File: src/rtl/fpu_share_arbiter.sv
// Round-robin arbiter/sequencer sharing one 64-bit two-operand float unit among
// four requesters, with a watchdog that aborts transactions the unit never completes.
module fpu_share_arbiter #(
  parameter int unsigned TIMEOUT = 255
) (
  input  logic         clock_50M,
  input  logic         reset,
  input  logic [3:0]   req,
  input  logic [255:0] req_f1,
  input  logic [255:0] req_f2,
  input  logic [3:0]   req_sel,
  output logic [3:0]   ack,
  output logic [127:0] result,
  output logic         err,
  output logic         busy,
  output logic [1:0]   grant_id,
  output logic         fault,
  output logic [63:0]  unit_f1,
  output logic [63:0]  unit_f2,
  output logic         unit_sel,
  output logic         unit_start,
  input  logic         unit_done,
  input  logic [127:0] unit_out
);

  localparam int unsigned NREQ = 4;
  localparam int unsigned OPW  = 64;
  localparam int unsigned WDW  = 16;
  localparam logic [WDW-1:0] WDOG_LAST = WDW'(TIMEOUT - 1);

  typedef enum logic [1:0] {S_IDLE, S_ISSUE, S_WAIT, S_RESP} state_t;

  state_t         state, state_d;
  logic [1:0]     ptr, ptr_d;
  logic [WDW-1:0] wdog, wdog_d;
  logic [3:0]     ack_d;
  logic [127:0]   result_d;
  logic           err_d, busy_d, fault_d, sel_d, start_d;
  logic [1:0]     gid_d;
  logic [63:0]    f1_d, f2_d;

  logic [1:0]     win, idx;
  logic           win_vld;
  logic [7:0]     base;

  // Round-robin search starting at ptr; descending loop so the nearest offset wins.
  always_comb begin
    win     = ptr;
    win_vld = 1'b0;
    idx     = ptr;
    for (int k = NREQ - 1; k >= 0; k--) begin
      idx = ptr + 2'(k);
      if (req[idx]) begin
        win     = idx;
        win_vld = 1'b1;
      end
    end
    base = {win, 6'd0};
  end

  always_comb begin
    state_d  = state;
    ptr_d    = ptr;
    wdog_d   = wdog;
    ack_d    = '0;
    start_d  = 1'b0;
    result_d = result;
    err_d    = err;
    fault_d  = fault;
    gid_d    = grant_id;
    f1_d     = unit_f1;
    f2_d     = unit_f2;
    sel_d    = unit_sel;
    case (state)
      S_IDLE: begin
        if (win_vld) begin
          gid_d   = win;
          ptr_d   = win + 2'd1;
          f1_d    = req_f1[base +: OPW];
          f2_d    = req_f2[base +: OPW];
          sel_d   = req_sel[win];
          start_d = 1'b1;
          state_d = S_ISSUE;
        end
      end
      S_ISSUE: begin
        wdog_d  = '0;
        state_d = S_WAIT;
      end
      S_WAIT: begin
        // Done has priority over a watchdog expiring in the same cycle.
        if (unit_done) begin
          result_d = unit_out;
          err_d    = 1'b0;
          ack_d    = 4'b0001 << grant_id;
          state_d  = S_RESP;
        end else if (wdog == WDOG_LAST) begin
          result_d = '0;
          err_d    = 1'b1;
          fault_d  = 1'b1;
          ack_d    = 4'b0001 << grant_id;
          state_d  = S_RESP;
        end else begin
          wdog_d = wdog + WDW'(1);
        end
      end
      S_RESP: state_d = S_IDLE;
      default: state_d = S_IDLE;
    endcase
    busy_d = (state_d != S_IDLE);
  end

  always_ff @(posedge clock_50M) begin
    if (reset) begin
      state      <= S_IDLE;
      ptr        <= '0;
      wdog       <= '0;
      ack        <= '0;
      result     <= '0;
      err        <= 1'b0;
      busy       <= 1'b0;
      grant_id   <= '0;
      fault      <= 1'b0;
      unit_f1    <= '0;
      unit_f2    <= '0;
      unit_sel   <= 1'b0;
      unit_start <= 1'b0;
    end else begin
      state      <= state_d;
      ptr        <= ptr_d;
      wdog       <= wdog_d;
      ack        <= ack_d;
      result     <= result_d;
      err        <= err_d;
      busy       <= busy_d;
      grant_id   <= gid_d;
      fault      <= fault_d;
      unit_f1    <= f1_d;
      unit_f2    <= f2_d;
      unit_sel   <= sel_d;
      unit_start <= start_d;
    end
  end

endmodule

File: config.mk
export PLATFORM = sky130hd
export DESIGN_NAME = fpu_share_arbiter
export DESIGN_NICKNAME = d
export VERILOG_FILES = /design/src/rtl/fpu_share_arbiter.sv
export SDC_FILE = /design/constraint.sdc
export NUM_CORES = 1
export LEC_CHECK = 0
export BUFFER_PORTS_ARGS = -buffer_cell sky130_fd_sc_hd__buf_2
export CAP_MARGIN = 25
export CELL_PAD_IN_SITES_DETAIL_PLACEMENT = 1
export CELL_PAD_IN_SITES_GLOBAL_PLACEMENT = 1
export CORE_AREA = 2 2 356 358
export CTS_CLUSTER_DIAMETER = 150
export CTS_CLUSTER_SIZE = 10
export DETAILED_ROUTE_END_ITERATION = 8
export DIE_AREA = 0 0 358 360
export GPL_ROUTABILITY_DRIVEN = 0
export PLACE_DENSITY = 0.49
export SETUP_SLACK_MARGIN = 0.05
export SYNTH_ARGS = -nofsm -noshare
export SYNTH_HDL_FRONTEND = slang
export SYNTH_SLANG_ARGS = --single-unit
File: constraint.sdc
create_clock -name clock_50M -period 2.6 [get_ports clock_50M]
set_input_delay 0.78 -clock clock_50M [delete_from_list [all_inputs] [get_ports clock_50M]]
set_output_delay 0.78 -clock clock_50M [all_outputs]
set_load 0.01 [all_outputs]
==> key figures, run 1 <==
Run status
  – Status: finished, final reports clean

Layout
  – Most frequent cells in the layout: buf_2, nand3_1, dfxtp_1
  – Register area: 5746 µm²
  – Share of cells above drive strength 1: 0.4587
  – Multi-input gate area: 6320 µm²
  – Nets: ~3,000
  – Layout overhead on the synthesized area: 66.78%
  – Fillcell total: around 15,000
  – Commonest non-fill, non-tap cell in the layout: buf_2
  – Utilization after layout: 0.1705

Drt
  – Post-route antenna net violation count: 0
  – Post-DR vias/cell: 4.112
  – DR pass1 iterations: 5
  – DR WL/cell: between 20 and 30 µm
  – Drt total wl: 103.9 mm
  – Remaining DRCs: 0
  – Vias: between 15,000 and 20,000
  – Iteration-0 DRC Markers: 978

Pwr
  – P_sw: 9.840 mW
  – Comb pwr share: 0.509
  – Clock network power share: 0.202
  – Flop pwr share: 0.288
  – P_int: 12.72 mW
  – LEAKAGE: 9.374 nW
  – VDD IR max: 0.0003701 V
  – PwrDens: 1059 nW/µm²
  – Sw frac: 0.4362

Clocking
  – Worst-path clk slew: 0.07 ns
  – CTS resizes: 0
  – CTS tree: done
  – Worst skew pair latency: 0.58 ns
  – Number of setup buffers added after CTS: 0
  – H-Tree Depth: 2
  – Hold buffer count at CTS: 0
  – Clk sink count: 287
  – Clk buf depth: 3
  – Root Buffer: clkbuf_16
  – Inserted Clock Buffers: 34

Global routing
  – Largest net degree at the start of global routing: 123
  – Grt total ovfl: 0
  – Gr usage total: 0.1540
  – Number of global-route vias before repair: 17,113
  – Initial antenna violation count: 65
  – First-pass GRT wire length: approximately 140 mm

Timing
  – Min Hold Slack: 0.4179 ns
  – Final setup viols: 0
  – Max Clock Skew: roughly 0.020 ns
  – Relative slew slack: 0.4678
  – Crit path time final: 2.357 ns
  – Max Transition Viols Final: 0
  – Period utilization: 0.9066
  – Final Hold Viols: 0
  – Worst slew pin tran: 0.7953 ns
  – RSZ-0062 raised after global routing: no
  – Achievable frequency: 0.4242 GHz

Yosys
  – Synthesized Nets: approximately 2,200
  – FF+latch count, synth: about 290
  – Synthesized area: 12,770 µm²
  – Syn Area/Cell: 8.541 µm²
  – Share of the synthesized area in the top cell type: 0.4500
  – Synth Warn #: 0
  – Synth top area cells: dfxtp_1, nand3_1, a221o_1
  – Area leader, netlist: dfxtp_1
  – Cell count after synthesis: 1,495
  – Unique cell type count in the Yosys netlist: 43
  – Sequential share of the synthesized area: 0.4500

Placement
  – I/O Buffers: 917
  – DP HPWL: between 80 and 90 mm

Worst setup path
  – Worst setup path class: in -> reg
  – Reg2Reg Setup Slack: 0.27 ns
  – Crit path DAT: 2.88 ns
  – Critical Path Sink: unit_f2[14]
  – R2R depth: 9
  – CP startpoint: req[2]
  – Worst setup EP type: flop
  – Worst r2r src: ptr[0]
  – Crit start category: primary input
  – R2r endpoint: unit_f2[50]
  – CP Max Fanout: 32
  – Worst EP required: ~3.1 ns

Floorplan
  – Core Area: ~120,000 µm²
  – Num rows: 130
  – Die area: 128,900 µm²
  – Die H: 360 µm
  – Die Span X: 358 µm
  – Initial Util: 0.1022
  – Boundary Pins: 918

Job
  – Max Cap Violations: 0

Hold path
  – Worst hold path type: in -> reg
[sequential cells by signal, indices dropped and copies added, names as in the netlist]
signal      cells
ack             4
busy            1
err             1
fault           1
grant_id        2
ptr             2
result        128
state           2
unit_f1        64
unit_f2        64
unit_sel        1
unit_start      1
wdog           16
[power by group through the flow]
stage / Clock [mW] / Sequential [mW] / Combinational, mW
after floorplan: 0 / 6.96 / 4.86
after global routing: 4.94 / 6.66 / 12.5
after detailed placement: 0 / 6.59 / 11.7
after global placement: 0 / 6.57 / 11.7
after CTS: 4.82 / 6.51 / 11.8
final: 4.57 / 6.51 / 11.5
[worst max-delay path, cell delays in order]
cell and delay (ns):
buf_2 0.14, buf_4 0.14, nor2b_1 0.13, o21ai_1 0.32
o211a_4 0.27, buf_12 0.20, buf_12 0.23, nand3_1 0.17
a31oi_1 0.28, a221o_1 0.15
[how the worst min path moves through the flow]
stage                startpoint     endpoint  cells after the start  slack [ns]
detailed placement  unit_f1[25]  unit_f1[25]                      1        0.47
floorplan              wdog[14]     wdog[14]                      2        0.46
CTS                 req_f1[243]  unit_f1[51]                      2        0.35
global placement    unit_f1[62]  unit_f1[62]                      1        0.45
global route        req_f1[193]   unit_f1[1]                      2        0.38
finish              req_f1[193]   unit_f1[1]                      2        0.42
[kinds of logic after synthesis]
kind of cell | synth area share
xor gates and xnor gates | 0.005488
buffers and inverters | 0.05919
DFF | 0.4500
AOI/OAI and AO/OA | 0.2556
adders and majority gates | 0.005879
and+or+nand+nor | 0.2239
[synth_stat cells (all sizes together)]
library cell and count:
nand3 392, dfxtp 287, nor2 151, a31oi 129, a221o 128, a22oi 128, clkbuf 99, buf 73
nand2 13, a21oi 12, o21ai 9, inv 7, xor2 7, ha 6, nand4 6, nor2b 6
nor3 6, or3 6, nand2b 4, nor4 3, or2 3, and2 2, and3 2, nor4b 2
o21a 2, a2111oi 1, a211o 1, a211oi 1, a311oi 1, a31o 1, a32o 1, and2b 1
and4 1, nor4bb 1, o211a 1, o211ai 1, xnor2 1
[cell type report]
cell class | count | area share
multi-input combinational | 1029 | 0.2968
timing repair buffer | 1060 | 0.2907
sequential | 287 | 0.2698
tap | 1650 | 0.09694
clock buffer | 37 | 0.04195
clock inverter | 2 | 0.001528
inverter | 7 | 0.001234
antenna | 9 | 0.001058
[metal layers]
metal,routed length (µm),track usage
met5,310,0
met1,41230,0.1801
met2,50330,0.2664
met4,2639,0.03602
met3,9346,0.05409
[stage by stage]
step / cell area, µm² / setup TNS [ns] / power [mW] / std cells / setup WS [ns]
after floorplan: 12770 / 0 / 11.81 / 1495 / 0.2627
after global placement: 20350 / -27.64 / 18.25 / 4033 / -0.3035
after detailed placement: 20350 / -35.24 / 18.33 / 4033 / -0.3503
after CTS: 21270 / 0 / 23.11 / 4072 / 0.2134
after global routing: 21280 / 0 / 24.08 / 4076 / 0.05164
final: 21300 / 0 / 22.56 / 4081 / 0.2429
(Power assumes the default switching activity.)
==> inputs of run 2 (changes only) <==
--- a/config.mk
+++ b/config.mk
@@ -16,7 +16,7 @@
 export DIE_AREA = 0 0 358 360
 export GPL_ROUTABILITY_DRIVEN = 0
 export PLACE_DENSITY = 0.49
-export SETUP_SLACK_MARGIN = 0.05
+export SETUP_SLACK_MARGIN = 0.3
 export SYNTH_ARGS = -nofsm -noshare
 export SYNTH_HDL_FRONTEND = slang
 export SYNTH_SLANG_ARGS = --single-unit
==> run 2 against run 1 <==
  * Die area did not move
  * Critical path depth did not move
  * First-iteration DRC count rose by 33%
  * Cell area rose by 2.1%
  * Register-to-register slack barely moved
  * Sequential power barely moved
  * Setup slack got worse by 0.026 ns
  * Final cell count rose by 0.86%
  * Core utilization rose by 0.36 points
  * Highest routed layer unchanged
  * Sequential cell count did not move
  * Largest cell class is now buffers
==> key figures, run 2 (synthesis gave the netlist of run 1 again) <==
Run status
  – Status: finished, final reports clean

Layout
  – Most frequent cells in the layout: buf_2, nand3_1, dfxtp_1
  – Max reg flops: 128 (unchanged)
  – Share of cells above drive strength 1: 0.4744 (+0.01566)
  – Commonest non-fill, non-tap cell in the layout: buf_2
  – Fillcell total: 15,058 (-0.073%)
  – Non-filler cells, final: 4,116 (+0.86%)
  – Nets: 3,111 (+1.1%)
  – Top flop regs: result: 128 flops, unit_f1: 64 flops, unit_f2: 64 flops
  – Top reg by flops: result
  – Layout overhead on the synthesized area: 70.35%

Placement
  – DP HPWL: 84.05 mm (-2.3%)
  – I/O Buffers: 917 (unchanged)
  – Inst Count DP: 4,040 (+0.17%)

Worst setup path
  – Worst setup EP type: flop
  – Worst r2r src: ptr[0]
  – Reg2Reg Setup Slack: 0.26 ns (about the same)
  – R2R depth: 9 (unchanged)
  – R2r endpoint: unit_f2[24]
  – Crit path DAT: 2.83 ns (-0.05 ns)
  – Worst EP required: 3.04 ns (-0.08 ns)
  – CP Max Fanout: 51 (+59%)
  – Crit start category: primary input
  – Worst setup path class: in -> reg

Clocking
  – Worst skew pair latency: 0.58 ns (about the same)
  – Clk buf depth: 3 (unchanged)
  – H-Tree Depth: 2 (unchanged)
  – Inserted Clock Buffers: 35 (+2.9%)
  – CTS tree: done
  – Clk sink count: 287 (unchanged)
  – Worst-path clk slew: 0.06 ns (about the same)
  – Root Buffer: clkbuf_16

Drt
  – Post-route antenna net violation count: 0 (unchanged)
  – Vias: 17,070 (+1.7%)
  – Drt total wl: 105.1 mm (+1.1%)
  – Post-DR vias/cell: 4.147 (+0.85%)
  – DR pass1 iterations: 6 (+1)
  – Iteration-0 DRC Markers: 1,305 (+33%)
  – Remaining DRCs: 0 (unchanged)
  – DR WL/cell: 25.52 µm (+0.29%)

Timing
  – Crit path time final: 2.383 ns (+0.02592 ns)
  – Period utilization: 0.9165 (+0.009967)
  – Post-route setup TNS: 0 ns (unchanged)
  – Final setup viols: 0 (unchanged)
  – Achievable frequency: 0.4196 GHz (-1.1%)
  – RSZ-0062 raised after global routing: yes
  – Worst slew pin tran: 0.5987 ns (-0.1966 ns)
  – Max Transition Viols Final: 0 (unchanged)
  – Max Clock Skew: 0.01997 ns (+0.0003983 ns)
  – Final Hold Viols: 0 (unchanged)
  – Relative slew slack: 0.6009 (+0.1331)

Pwr
  – Sw frac: 0.4388 (+0.002634)
  – P_int: 13.11 mW (+3.1%)
  – Clock network power share: 0.199 (-0.003)
  – P_sw: 10.25 mW (+4.2%)
  – LEAKAGE: 9.591 nW (+2.3%)
  – PwrDens: 1074 nW/µm² (+1.4%)
  – VDD IR max: 0.0003800 V (+2.7%)
  – Flop pwr share: 0.280 (-0.008)
  – Comb pwr share: 0.521 (+0.012)

Floorplan
  – Initial Util: 0.1022 (unchanged)
  – Die H: 360 µm (unchanged)
  – Die area: 128,900 µm² (unchanged)
  – Boundary Pins: 918 (unchanged)
  – Num rows: 130 (unchanged)
  – Core Area: 124,900 µm² (unchanged)
  – Die Span X: 358 µm (unchanged)

Global routing
  – Largest net degree at the start of global routing: 110 (-11%)
  – Gr usage total: 0.1484 (-0.005597)
  – First-pass GRT wire length: 135.1 mm (-3.5%)
  – Grt total ovfl: 0 (unchanged)
  – Number of global-route vias before repair: 17,130 (+0.099%)
  – Initial antenna violation count: 51 (-22%)

Job
  – Max Cap Violations: 0 (unchanged)

Hold path
  – Min-Delay Endpoint: unit_f1[9]
  – Worst hold path type: in -> reg
  – Hold Startpoint: req_f1[201]
  – WHS Path Cells: 2 (unchanged)
-- run 2: cell count changes in the layout (fill, tap and decap cells not counted), moves of 7 or more --
cell	change
buf_4	+29
a31oi_1	-7
nand3_1	-8
nand3_2	+8
clkbuf_16	+8
buf_6	+9
buf_12	-19
-- run 2: metal layers --
metal  vias to the layer above  routed length, µm  track usage
met4                        62               2207      0.03208
met3                       151              10350      0.05810
met1                      8399              40900       0.1697
met2                       788              51220       0.2582
li1                       7670                  -            -
met5                         -                383            0
-- run 2: worst max-delay path: stages --
cell and delay [ns]:
buf_2 0.15, and2b_1 0.20, a21oi_1 0.30, o211ai_4 0.13, buf_12 0.16, buf_12 0.15, buf_16 0.24, nand3_1 0.21
a31oi_1 0.13, a221o_1 0.26
-- run 2: layout make-up --
| cell class | count | area (µm²) | share of cell area |
|---|---|---|---|
| antenna | 8 | 20.02 | 0.0009204 |
| sequential | 287 | 5747 | 0.2642 |
| tap | 1650 | 2064 | 0.09491 |
| multi-input combinational | 1029 | 6456 | 0.2968 |
| inverter | 7 | 26.28 | 0.001208 |
| clock inverter | 4 | 71.32 | 0.003279 |
| timing repair buffer | 1094 | 6472 | 0.2976 |
| clock buffer | 37 | 893.4 | 0.04107 |
-- run 2: worst max path at each step --
stage                             end  slack, ns   start
after floorplan            unit_f1[0]       0.29  req[3]
after global placement     unit_f2[2]      -0.39  req[0]
after detailed placement   unit_f2[2]      -0.43  req[0]
after CTS                  unit_f2[2]       0.28  ptr[0]
after global routing      unit_f2[30]       0.20  ptr[0]
final                     unit_f2[24]       0.22  req[0]
-- run 2: what timing repair did --
item / 4_1_cts / 5_1_grt
hold buffers: 0 / 0
setup endpoints to repair: 52 / 114
gates cloned: 0 / 11
buffers inserted: 1 / 15
gates resized for setup: 10 / 36
pin swaps: 0 / 24
-- run 2: power groups by stage --
stage | combinational, mW | clock (mW) | sequential [mW]
final | 12.2 | 4.65 | 6.53
after global routing | 13.1 | 5.04 | 6.67
after CTS | 11.5 | 4.90 | 6.52
after detailed placement | 11.4 | 0 | 6.60
after global placement | 11.3 | 0 | 6.59
after floorplan | 4.86 | 0 | 6.96
-- run 2: stage by stage --
stage,instance area (µm²),utilization,setup slack [ns],hold slack (ns),power [mW]
final,21750,0.1741,0.2170,0.4158,23.36
after global routing,21740,0.1741,0.2017,0.3824,24.77
after CTS,21180,0.1696,0.2786,0.3571,22.90
after detailed placement,20150,0.1613,-0.4334,0.4672,17.99
after global placement,20150,0.1613,-0.3927,0.4529,17.91
after floorplan,12780,-,0.2889,0.4581,11.82
